**src/rtl/select_arbiter.sv**
```systemverilog
// Round-robin arbiter that grants one requester per beat and registers NUM_SELECT
// words picked from its block. Optional burst lock under SELECT_ARBITER_BURST_EN.

module select_arbiter_lane #(
    parameter int BLOCK_SIZE = 4,
    parameter int WORD_SIZE  = 8,
    parameter int SEL_W      = 2
) (
    input  logic [BLOCK_SIZE-1:0][WORD_SIZE-1:0] i_block,
    input  logic [SEL_W-1:0]                     i_sel,
    output logic [WORD_SIZE-1:0]                 o_word
);
    assign o_word = i_block[i_sel];
endmodule

module select_arbiter #(
    parameter int NUM_REQ    = 4,
    parameter int BLOCK_SIZE = 4,
    parameter int NUM_SELECT = 3,
    parameter int WORD_SIZE  = 8,
    localparam int SEL_W     = $clog2(BLOCK_SIZE),
    localparam int ID_W      = (NUM_REQ > 1) ? $clog2(NUM_REQ) : 1
) (
    input  logic                                             clk,
    input  logic                                             rst,
    input  logic [NUM_REQ-1:0]                               req_valid,
    output logic [NUM_REQ-1:0]                               req_ready,
    input  logic [NUM_REQ-1:0][BLOCK_SIZE-1:0][WORD_SIZE-1:0] req_block,
    input  logic [NUM_REQ-1:0][NUM_SELECT-1:0][SEL_W-1:0]    req_sel,
`ifdef SELECT_ARBITER_BURST_EN
    input  logic [NUM_REQ-1:0]                               req_last,
`endif
    output logic                                             out_valid,
    input  logic                                             out_ready,
    output logic [NUM_SELECT-1:0][WORD_SIZE-1:0]             out_data,
    output logic [ID_W-1:0]                                  out_id
);

    typedef struct packed {
        logic [NUM_SELECT-1:0][WORD_SIZE-1:0] data;
        logic [ID_W-1:0]                      id;
    } beat_t;

    beat_t                               r_beat;
    logic                                r_valid;
    logic [ID_W-1:0]                     r_last;

    logic                                w_free;
    logic                                w_xfer;
    logic                                w_hi_found, w_lo_found;
    logic [ID_W-1:0]                     w_hi_id, w_lo_id;
    logic                                w_rr_found;
    logic [ID_W-1:0]                     w_rr_id;
    logic                                w_found;
    logic [ID_W-1:0]                     w_gid;
    logic [NUM_REQ-1:0]                  w_req_ready;
    logic [BLOCK_SIZE-1:0][WORD_SIZE-1:0] w_blk;
    logic [NUM_SELECT-1:0][SEL_W-1:0]    w_sel;
    logic [NUM_SELECT-1:0][WORD_SIZE-1:0] w_lane_data;

    assign w_free = !r_valid || out_ready;

    // Two-pass round robin: first valid above last_grant, else first valid overall.
    always_comb begin
        w_hi_found = 1'b0;
        w_hi_id    = '0;
        w_lo_found = 1'b0;
        w_lo_id    = '0;
        for (int i = 0; i < NUM_REQ; i++) begin
            if (req_valid[i] && !w_lo_found) begin
                w_lo_found = 1'b1;
                w_lo_id    = ID_W'(i);
            end
            if (req_valid[i] && (ID_W'(i) > r_last) && !w_hi_found) begin
                w_hi_found = 1'b1;
                w_hi_id    = ID_W'(i);
            end
        end
    end

    assign w_rr_found = w_hi_found || w_lo_found;
    assign w_rr_id    = w_hi_found ? w_hi_id : w_lo_id;

`ifdef SELECT_ARBITER_BURST_EN
    logic            r_lock;
    logic [ID_W-1:0] r_lock_id;

    // A locked burst owner is the only candidate; dropping valid just stalls it.
    assign w_found = r_lock ? req_valid[r_lock_id] : w_rr_found;
    assign w_gid   = r_lock ? r_lock_id : w_rr_id;
`else
    assign w_found = w_rr_found;
    assign w_gid   = w_rr_id;
`endif

    assign w_xfer = w_found && w_free && !rst;

    always_comb begin
        w_req_ready = '0;
        if (w_xfer) w_req_ready[w_gid] = 1'b1;
    end

    assign req_ready = w_req_ready;

    assign w_blk = req_block[w_gid];
    assign w_sel = req_sel[w_gid];

    for (genvar k = 0; k < NUM_SELECT; k++) begin : g_lane
        select_arbiter_lane #(
            .BLOCK_SIZE(BLOCK_SIZE),
            .WORD_SIZE (WORD_SIZE),
            .SEL_W     (SEL_W)
        ) u_lane (
            .i_block(w_blk),
            .i_sel  (w_sel[k]),
            .o_word (w_lane_data[k])
        );
    end

    always_ff @(posedge clk) begin
        if (rst) begin
            r_valid <= 1'b0;
            r_beat  <= '0;
            r_last  <= ID_W'(NUM_REQ - 1);
        end else if (w_xfer) begin
            r_valid     <= 1'b1;
            r_beat.data <= w_lane_data;
            r_beat.id   <= w_gid;
`ifdef SELECT_ARBITER_BURST_EN
            if (req_last[w_gid]) r_last <= w_gid;
`else
            r_last      <= w_gid;
`endif
        end else if (out_ready) begin
            r_valid <= 1'b0;
        end
    end

`ifdef SELECT_ARBITER_BURST_EN
    always_ff @(posedge clk) begin
        if (rst) begin
            r_lock    <= 1'b0;
            r_lock_id <= '0;
        end else if (w_xfer) begin
            r_lock    <= !req_last[w_gid];
            r_lock_id <= w_gid;
        end
    end
`endif

    assign out_valid = r_valid;
    assign out_data  = r_beat.data;
    assign out_id    = r_beat.id;

endmodule
```
**config.mk**
```make
export PLATFORM = sky130hd
export DESIGN_NAME = select_arbiter
export DESIGN_NICKNAME = d
export VERILOG_FILES = /design/src/rtl/select_arbiter.sv
export SDC_FILE = /design/constraint.sdc
export NUM_CORES = 1
export LEC_CHECK = 0
export ABC_AREA = 1
export BUFFER_PORTS_ARGS = -buffer_cell sky130_fd_sc_hd__buf_4
export CORE_MARGIN = 1.5
export CORE_UTILIZATION = 49
export CTS_BUF_LIST = sky130_fd_sc_hd__clkbuf_4 sky130_fd_sc_hd__clkbuf_8
export DETAILED_ROUTE_END_ITERATION = 6
export PLACE_DENSITY = 0.83
export SYNTH_ARGS = -nofsm -noshare
export SYNTH_HDL_FRONTEND = slang
export SYNTH_HIERARCHICAL = 1
export SYNTH_SLANG_ARGS = --single-unit
```
**constraint.sdc**
```tcl
create_clock -name clk -period 3 [get_ports clk]
set_clock_uncertainty 0.15 [all_clocks]
set_input_delay 0.15 -clock clk [delete_from_list [all_inputs] [get_ports clk]]
set_output_delay 0.15 -clock clk [all_outputs]
set_load 0.1 [all_outputs]
```
==> results of run 1 <==
[layer usage]
| metal | track usage [%] | share of wire, % | vias to the layer above |
|---|---|---|---|
| met4 | 13.2 | 3.6 | 0 |
| met2 | 59.1 | 48 | 279 |
| met1 | 39.2 | 40 | 2356 |
| li1 | - | - | 2748 |
| met5 | 0 | 0 | - |
| met3 | 5.14 | 7.8 | 52 |
[worst min-delay path by stage]
stage	from	end	slack (ns)	cells past startpoint
floorplan	rst	out_id[0]	0.07	1
global placement	rst	out_id[1]	0.21	2
detailed placement	rst	out_id[1]	0.22	2
CTS	req_valid[2]	out_valid	0.08	5
global route	req_valid[2]	out_valid	0.12	5
finish	req_valid[2]	out_valid	0.08	5
[timing repair]
action	in CTS	in global routing
resized for setup	0	1
hold buffers	2	0
endpoints found under the hold margin	5	0
endpoints found under the setup margin	0	1
[worst max-delay path, stage by stage]
cell and delay [ns]:
dlygate4sd3_1 0.54, buf_4 0.16, clkinv_1 0.04, buf_4 0.26, nand2_1 0.14, nor2_2 0.12, buf_6 0.30, inv_1 0.18
nor3_2 0.19, buf_4 0.31
[cells by family (layout without fill, tap and decap cells)]
logic type	count (synthesis)	after routing	synth area share [%]
DFF	29	29	14.9
AOI/OAI and AO/OA	29	29	3.73
and+or+nand+nor	591	591	61.7
buffers and inverters	162	321	19.7
[registers in the layout (all words and copies together) (netlist names)]
signal	count
out_data	24
r_last	2
out_id	2
out_valid	1
[synthesized netlist by cell type]
cell type | count | area [sq um]
nand2_1 | 449 | 1690
nand3_1 | 125 | 626
inv_1 | 104 | 390
dfxtp_1 | 29 | 581
o21ai_0 | 25 | 125
buf_2 | 20 | 100
buf_4 | 11 | 82.6
buf_6 | 11 | 124
clkbuf_1 | 9 | 33.8
nor2_1 | 8 | 30.0
nand2_2 | 6 | 37.5
a21oi_1 | 4 | 20.0
inv_2 | 3 | 11.3
inv_4 | 3 | 18.8
nor2_2 | 2 | 12.5
clkinv_1 | 1 | 3.75
nor3_1 | 1 | 5.00
[stage by stage]
stage / std cells / setup WS [ns] / total power, mW
floorplan: 811 / 0.106 / 2.20
global placement: 1063 / 0.657 / 2.68
detailed placement: 1063 / 0.564 / 2.71
CTS: 1072 / 0.188 / 3.04
global route: 1072 / 0.116 / 3.28
finish: 1072 / 0.289 / 3.06
[area by class of cell]
cell class | instances | area share (%)
multi-input cells | 620 | 47.7
repair buffers | 203 | 29.4
flip-flops and latches | 29 | 10.9
inverters | 111 | 7.94
well taps | 102 | 2.39
clock buffers | 7 | 1.69
[power by group through the flow]
| stage | combinational (mW) | clock (mW) | sequential, mW |
|---|---|---|---|
| after floorplan | 1.06 | 0 | 1.14 |
| after global placement | 2.14 | 0 | 0.533 |
| after detailed placement | 2.17 | 0 | 0.538 |
| after CTS | 2.18 | 0.331 | 0.530 |
| after global routing | 2.39 | 0.349 | 0.541 |
| final | 2.20 | 0.329 | 0.532 |
[cells in the final DEF (no fill, tap or decap)]
| master | netlist | layout |
|---|---|---|
| buf_12 | 0 | 3 |
| o21ai_0 | 25 | 25 |
| inv_4 | 3 | 3 |
| buf_4 | 11 | 197 |
| clkbuf_4 | 0 | 1 |
| nor2_1 | 8 | 8 |
| buf_6 | 11 | 1 |
| nor2_2 | 2 | 2 |
| dlygate4sd3_1 | 0 | 2 |
| inv_1 | 104 | 104 |
| inv_2 | 3 | 3 |
| nand2_1 | 449 | 449 |
| dfxtp_1 | 29 | 29 |
| a21oi_1 | 4 | 4 |
| clkbuf_8 | 0 | 6 |
| clkinv_1 | 1 | 1 |
| nor3_2 | 0 | 1 |
| nand2_2 | 6 | 6 |
| nand3_1 | 125 | 125 |
==> flow_summary.toml, run 1 <==
[floorplanning]
row_count = 32
die_area_sq_um = 8470
ioPinCount = 190
die_y_um = 92.1
start_util_pct = 50.6
die_x_um = 92.1
fp.coreArea_sq_um = 7690

[power_and_ir_drop]
power_switching_mw = 1.76
ir_worst_vdd_mv = 0.319
switching_share_pct = 57.7
combPwrFrac_pct = 71.8
power.internal_mw = 1.29
power.leakage_nw = 3.37
p_per_area_nw_per_um2 = 573
p_clk_share_pct = 10.8
power_frac_seq_pct = 17.4

[global_routing]
grt_max_degree = 78
grt_pass1_wl_mm = 22.8
grt_overflow = 0
grt_util_all_layers_pct = 33.1
grt_pass1_vias = 5030
grt_antenna_before_repair = 0

[critical_path]
rrSetupSlack_ns = 0.50
startpoint = "rst"
cp_data_arrival_time_ns = 2.41
crit_path_start_kind = "primary input"
end_kind = "output port"
r2r-end = "out_data[21]"
path_max_fanout = 51
cp.required_ns = 2.70
endpoint = "req_ready[0]"
path_class = "primary input to output port"
reg2reg_from = "r_last[1]"
ff2ff_path_depth = 16

[hold_path]
worstHoldPathType = "primary input to flip-flop"

[placement]
placed_area_sq_um = 5230
io_buffers = 189
gp_congestion = 0.929
place_hpwl_mm = 11.2

[timing]
fin_crit_ns = 2.71
finalHoldViolCount = 0
setup_tns_ns = 0
setup_viol = 0
rsz0062_at_grt = "false"
fmax_ghz = 0.369
worst_pin_slew_ns = 0.341
relSlewSlack_pct = 77.2
final_max_slew_viol_count = 0
post-route-period-util_pct = 90.4
hold_ws_ns = 0.0823

[status]
status = "completed"

[cts]
cts_tree = "yes"
insertion_delay_ns = 0.27
cts_sinks = 29
clkTransAtPathRegs_ns = 0.06
cts_setup_buffers = 0
cts_made_buffers = 5
root_buffer = "clkbuf_8"
clockBufferDepth = 2
htree_levels = 2

[synthesis]
synthCells = 811
synth-seq-area-share_pct = 14.9
syn_nets = 970
netlist_area_sq_um = 3890
synth.distinct_cells = 17
ys_ff_latch = 29
yosysWarnings = 6
syn_area_per_cell_sq_um = 4.79

[cells_and_area]
seq_area_sq_um = 581
areaGrowthSynthToFinish_pct = 37.4
final_core_util_pct = 69.4
antennaDiodeCount = 0
nNetsFinal = 1129
multi_input_area_sq_um = 2550
nFillCells = 732
drive_above_1_share_pct = 23.0
final_cell_area_sq_um = 5340

[routing]
drtAntennaViolNets = 0
drt-total-wl_mm = 14.0
vias_per_cell = 5.07
wl_per_cell_um = 13.1
firstDrtPassIters = 5
drc = 0
initialDrtViolationCount = 362
num_vias = 5435

[flow_run]
drv_cap = 0
Power figures use the tool's default switching activity.
==> run 2: changes to the inputs <==
- CORE_UTILIZATION: 49 -> 48
- SYNTH_HIERARCHICAL: 1 -> default
==> run 2 against run 1 <==
  * Maximum frequency about the same
  * Clock power increased by 10%
  * Global-route usage increased by 2.2 points
  * Sequential power increased by 2%
  * Utilization increased by 0.44 points
  * Critical path type unchanged
  * Largest power group unchanged
==> flow_summary.toml, run 2 <==
[placement]
placedCellCount = 954
post-place-ws_ns = 0.388
io_buffers = 189
gp_congestion = 0.961
place_hpwl_mm = 11.0

[timing]
setup_tns_ns = 0
fin_crit_ns = 2.71
fmax_ghz = 0.369
worst_slack_ns = 0.291
final_max_slew_viol_count = 0
setup_viol = 0
worst_pin_slew_ns = 0.838
finalHoldViolCount = 0
relSlewSlack_pct = 43.9
rsz0062_at_grt = "false"
post-route-period-util_pct = 90.3

[floorplanning]
start_util_pct = 50.1
ioPinCount = 190
row_count = 31
fp.coreArea_sq_um = 7290
die_x_um = 90.2
die_area_sq_um = 8140
die_y_um = 90.2

[critical_path]
path_delay_family = "buffers and inverters"
cp_num_buf_inv = 6
rrSetupSlack_ns = 0.32
crit_path_frequent_cell = "buf_4"
crit_path_start_kind = "primary input"
crit_chain = "dlygate4sd3_1 -> buf_4 -> clkinvlp_4 -> nand3_1 -> clkinv_1 -> buf_4 -> nand2_1 -> nor2_1 -> buf_4"
slowest_stage = "dlygate4sd3_1"
critical-path-max-stage-delay_ns = 0.55
cp.required_ns = 2.70
cp_data_arrival_time_ns = 2.41
end_kind = "output port"
path_max_fanout = 27
path_class = "primary input to output port"

[cells_and_area]
mostFrequentLayoutCells = "nand2_1, nand3_1, buf_4"
nNetsFinal = 1023
largest_register_ffs = 24
stdcell_count = 964
antennaDiodeCount = 0
areaGrowthSynthToFinish_pct = 39.5
drive_above_1_share_pct = 26.5
layout_commonest_cell = "nand2_1"

[synthesis]
synth_common_cells = "nand2_1, nand3_1, dfxtp_1"
ys_async_sr_fraction_pct = 0
synth.most_common_cell = "nand2_1"
synth_edf_count = 0
synth_top_cell_area_share_pct = 34.0
syn_area_per_cell_sq_um = 5.22
yosysWarnings = 0
syn_nets = 859
synthTopCellsByArea = "nand2_1, nand3_1, dfxtp_1"
synth.distinct_cells = 23
netlist_area_sq_um = 3650
synthCells = 700
yosys_most_used_dff = "dfxtp_1"
synth-seq-area-share_pct = 15.9
ys_ff_latch = 29
yosysTopAreaCell = "nand2_1"

[cts]
insertion_delay_ns = 0.28
cts_sinks = 29
clockBufferDepth = 2
cts_made_buffers = 5
htree_levels = 2
root_buffer = "clkbuf_8"
cts_setup_buffers = 0
cts_tree = "yes"
clkTransAtPathRegs_ns = 0.07

[global_routing]
grt_overflow = 0
grt_max_degree = 45
grt_antenna_before_repair = 0
grt_pass1_vias = 4973
grt_util_all_layers_pct = 35.3
grt_pass1_wl_mm = 23.6

[routing]
drt-total-wl_mm = 14.4
drc = 0
drtAntennaViolNets = 0
wl_per_cell_um = 14.9
num_vias = 5430
initialDrtViolationCount = 523
firstDrtPassIters = 5
vias_per_cell = 5.63

[hold_path]
worstHoldPathType = "primary input to flip-flop"

[power_and_ir_drop]
finalPower_mw = 3.18
ir_worst_vdd_mv = 0.643
power.leakage_nw = 2.92
p_per_area_nw_per_um2 = 625

[status]
status = "completed"

[flow_run]
drv_cap = 0
[run 2: cell types whose count changed in the layout (fill, tap and decap cells not counted), sizes merged]
cell      change
nand2       -111
nand3       +101
inv          -82
o21ai        -20
nand3b        +2
a21boi        +1
clkinv        +1
clkinvlp      +1
nand4         +1
nor2          +1
nor3          -1
o21a          +1
[run 2: worst register-to-register path: cells and delay by family (launching register included)]
family | cells | cell delay [ns]
simple gates | 11 | 0.92
compound gates | 1 | 0.68
buf+inv | 2 | 0.51
flops | 1 | 0.37
[run 2: layer usage]
metal	GRT usage [%]	part of all wire, %	vias up
li1	-	-	2597
met1	44.0	39	2497
met2	61.4	50	299
met3	5.50	8.2	37
met4	12.4	2.9	0
met5	0	0	-
[run 2: final cells by class]
type / count / area (sq um)
Inverter: 30 / 116
Clock buffer: 7 / 96.3
Clock inverter: 1 / 5.00
Timing Repair Buffer: 203 / 1540
Tap cell: 99 / 124
Multi-Input combinational cell: 595 / 2630
Sequential cell: 29 / 581
Fill cell: 688 / 2200
[run 2: path summary, 6_finish.rpt]
check / startpoint / endpoint / cells after the start
min: req_block[31] / out_data[7] / 9
max reg2reg: r_last[1] / out_data[12] / 14
max: rst / req_ready[3] / 9
min reg2reg: out_data[17] / out_data[17] / 2
[run 2: timing repair]
| action | 4_1_cts | 5_1_grt |
|---|---|---|
| hold buffers | 2 | 0 |
| gates resized for setup | 0 | 1 |
| hold endpoints to repair | 4 | 0 |
| setup endpoints to repair | 0 | 3 |
[run 2: report_power, final]
part	internal, mW	switching, mW
Sequential	0.484	0.0571
Combinational	0.625	1.65
Clock	0.207	0.155
Total	1.32	1.87
[run 2: metrics by stage]
| step | hold WS [ns] | area [sq um] | utilization, % |
|---|---|---|---|
| final | 0.286 | 5100 | 69.9 |
| after CTS | 0.276 | 5090 | 69.8 |
| after floorplan | 0.0691 | 3650 | - |
| after detailed placement | 0.207 | 4970 | 68.2 |
| after global routing | 0.350 | 5100 | 69.9 |
| after global placement | 0.201 | 4970 | 68.2 |
[run 2: cell families after synthesis]
| group | after synthesis | synth area share [%] |
|---|---|---|
| flip-flops | 29 | 15.9 |
| AND/OR/NAND/NOR | 584 | 69.7 |
| buffers and inverters | 76 | 12.1 |
| AO/OA/AOI/OAI | 11 | 2.36 |
==> run 3: changes to the inputs <==
- clock period: 3 -> 2.8 ns (I/O delays scaled with it)
==> run 3 against run 2 <==
  * Via count fell by 1.5%
  * Final cell count fell by 0.21%
  * Sequential power rose by 8.7%
  * Count of clock-buffer cells in the layout did not move
  * Clock power rose by 9.1%
  * Total power rose by 8.0%
  * Non-clock buffer count fell by 2
  * Cell area rose by 0.59%
  * Sequential cell count did not move
  * Global-route usage fell by 0.58 points
  * First-iteration DRC count fell by 20%
  * Combinational power rose by 8%
==> flow_summary.toml, run 3 (synthesis gave the netlist of run 2 again) <==
[placement]
place_hpwl_mm = 10.9
placedCellCount = 952
placed_area_sq_um = 5000
gp_congestion = 0.861
io_buffers = 189

[critical_path]
path_max_fanout = 65
end_kind = "flip-flop"
path_class = "flip-flop to flip-flop"
cp.required_ns = 2.88
crit_path_start_kind = "flip-flop"
cp_data_arrival_time_ns = 2.60

[flow_run]
drv_cap = 0

[cells_and_area]
multi_input_area_sq_um = 2640
nNetsFinal = 1021
areaGrowthSynthToFinish_pct = 40.3
seq_area_sq_um = 581
nFillCells = 683
stdcell_count = 962
largest_register_ffs = 24
layout_commonest_cell = "nand2_1"
final_cell_area_sq_um = 5130
antennaDiodeCount = 0
drive_above_1_share_pct = 26.3
mostFrequentLayoutCells = "nand2_1, nand3_1, buf_4"

[cts]
cts_sinks = 29
root_buffer = "clkbuf_8"
cts_tree = "yes"
clockBufferDepth = 2
htree_levels = 2
insertion_delay_ns = 0.29
cts_made_buffers = 5
clkTransAtPathRegs_ns = 0.06

[hold_path]
worstHoldPathType = "primary input to flip-flop"

[routing]
wl_per_cell_um = 15.1
vias_per_cell = 5.56
drtAntennaViolNets = 0
firstDrtPassIters = 7
initialDrtViolationCount = 416
drc = 0
num_vias = 5347
drt-total-wl_mm = 14.5

[floorplanning]
start_util_pct = 50.1
ioPinCount = 190
die_area_sq_um = 8140
die_y_um = 90.2
fp.coreArea_sq_um = 7290
die_x_um = 90.2
row_count = 31

[timing]
relSlewSlack_pct = 57.7
rsz0062_at_grt = "false"
worst_pin_slew_ns = 0.635
setup_viol = 0
post-route-period-util_pct = 89.8
fin_crit_ns = 2.51
finalHoldViolCount = 0
final_max_slew_viol_count = 0
fmax_ghz = 0.398

[power_and_ir_drop]
p_per_area_nw_per_um2 = 671
power.leakage_nw = 2.93
ir_worst_vdd_mv = 0.545
finalPower_mw = 3.44

[global_routing]
grt_util_all_layers_pct = 34.8
grt_pass1_wl_mm = 23.3
grt_overflow = 0
grt_antenna_before_repair = 0
grt_max_degree = 66
grt_pass1_vias = 4901

[status]
status = "completed"
## run 3: cell types whose count changed in the layout (fill, tap and decap cells not counted), sizes merged
cell / delta
clkinv: +1
clkinvlp: -1
buf: -2
## run 3: critical path, cell delays in order (launching register included)
cell	delay, ns
dfxtp_1	0.33
nor2_1	0.19
nand2_4	0.12
nand2_2	0.22
buf_4	0.56
nand3_1	0.14
nand3_1	0.14
nand2_1	0.14
nand2_1	0.10
nand3_1	0.08
nand2_1	0.12
nand2_1	0.07
nand2_1	0.06
## run 3: timing repair
action	CTS	global route
buffers inserted	0	0
hold buffers	2	0
hold endpoints to repair	4	0
resized for setup	0	0
endpoints found under the setup margin	0	0
## run 3: area by class of cell
class | count | share of cell area, %
sequential | 29 | 11.3
clock inverter | 1 | 0.0976
tap | 99 | 2.42
timing repair buffer | 201 | 30.5
clock buffer | 7 | 1.88
inverter | 30 | 2.20
multi-input combinational | 595 | 51.6
## run 3: path summary, 6_finish.rpt
kind	start	to	slack (ns)	cells after the start
max reg2reg	r_last[0]	out_data[9]	0.29	12
min	req_block[71]	out_data[7]	0.26	9
max	r_last[0]	out_data[9]	0.29	12
min reg2reg	out_data[10]	out_data[10]	0.32	2
## run 3: per-stage QoR
step | TNS [ns] | hold slack, ns | utilization, % | setup WS (ns)
5_1_grt | 0 | 0.337 | 70.3 | 0.0755
2_1_floorplan | -0.230 | 0.0591 | - | -0.115
4_1_cts | 0 | 0.263 | 70.3 | 0.332
6_report | 0 | 0.262 | 70.3 | 0.285
3_3_place_gp | 0 | 0.193 | 68.6 | 0.459
3_5_place_dp | 0 | 0.199 | 68.6 | 0.376
## run 3: where the power goes
part / internal, mW / switching [mW] / total (mW) / leakage [nW]
clock network: 0.222 / 0.173 / 0.395 / 0.0542
registers: 0.519 / 0.0693 / 0.588 / 0.242
logic: 0.685 / 1.77 / 2.46 / 2.63
## run 3: metal layers
| layer | up-vias | routed length (um) | part of all wire (%) | GRT usage (%) |
|---|---|---|---|---|
| li1 | 2594 | - | - | - |
| met1 | 2413 | 5750 | 40 | 41.0 |
| met2 | 287 | 7040 | 48 | 61.5 |
| met3 | 53 | 1080 | 7.4 | 5.16 |
| met4 | 0 | 653 | 4.5 | 16.3 |
| met5 | - | 0 | 0 | 0 |
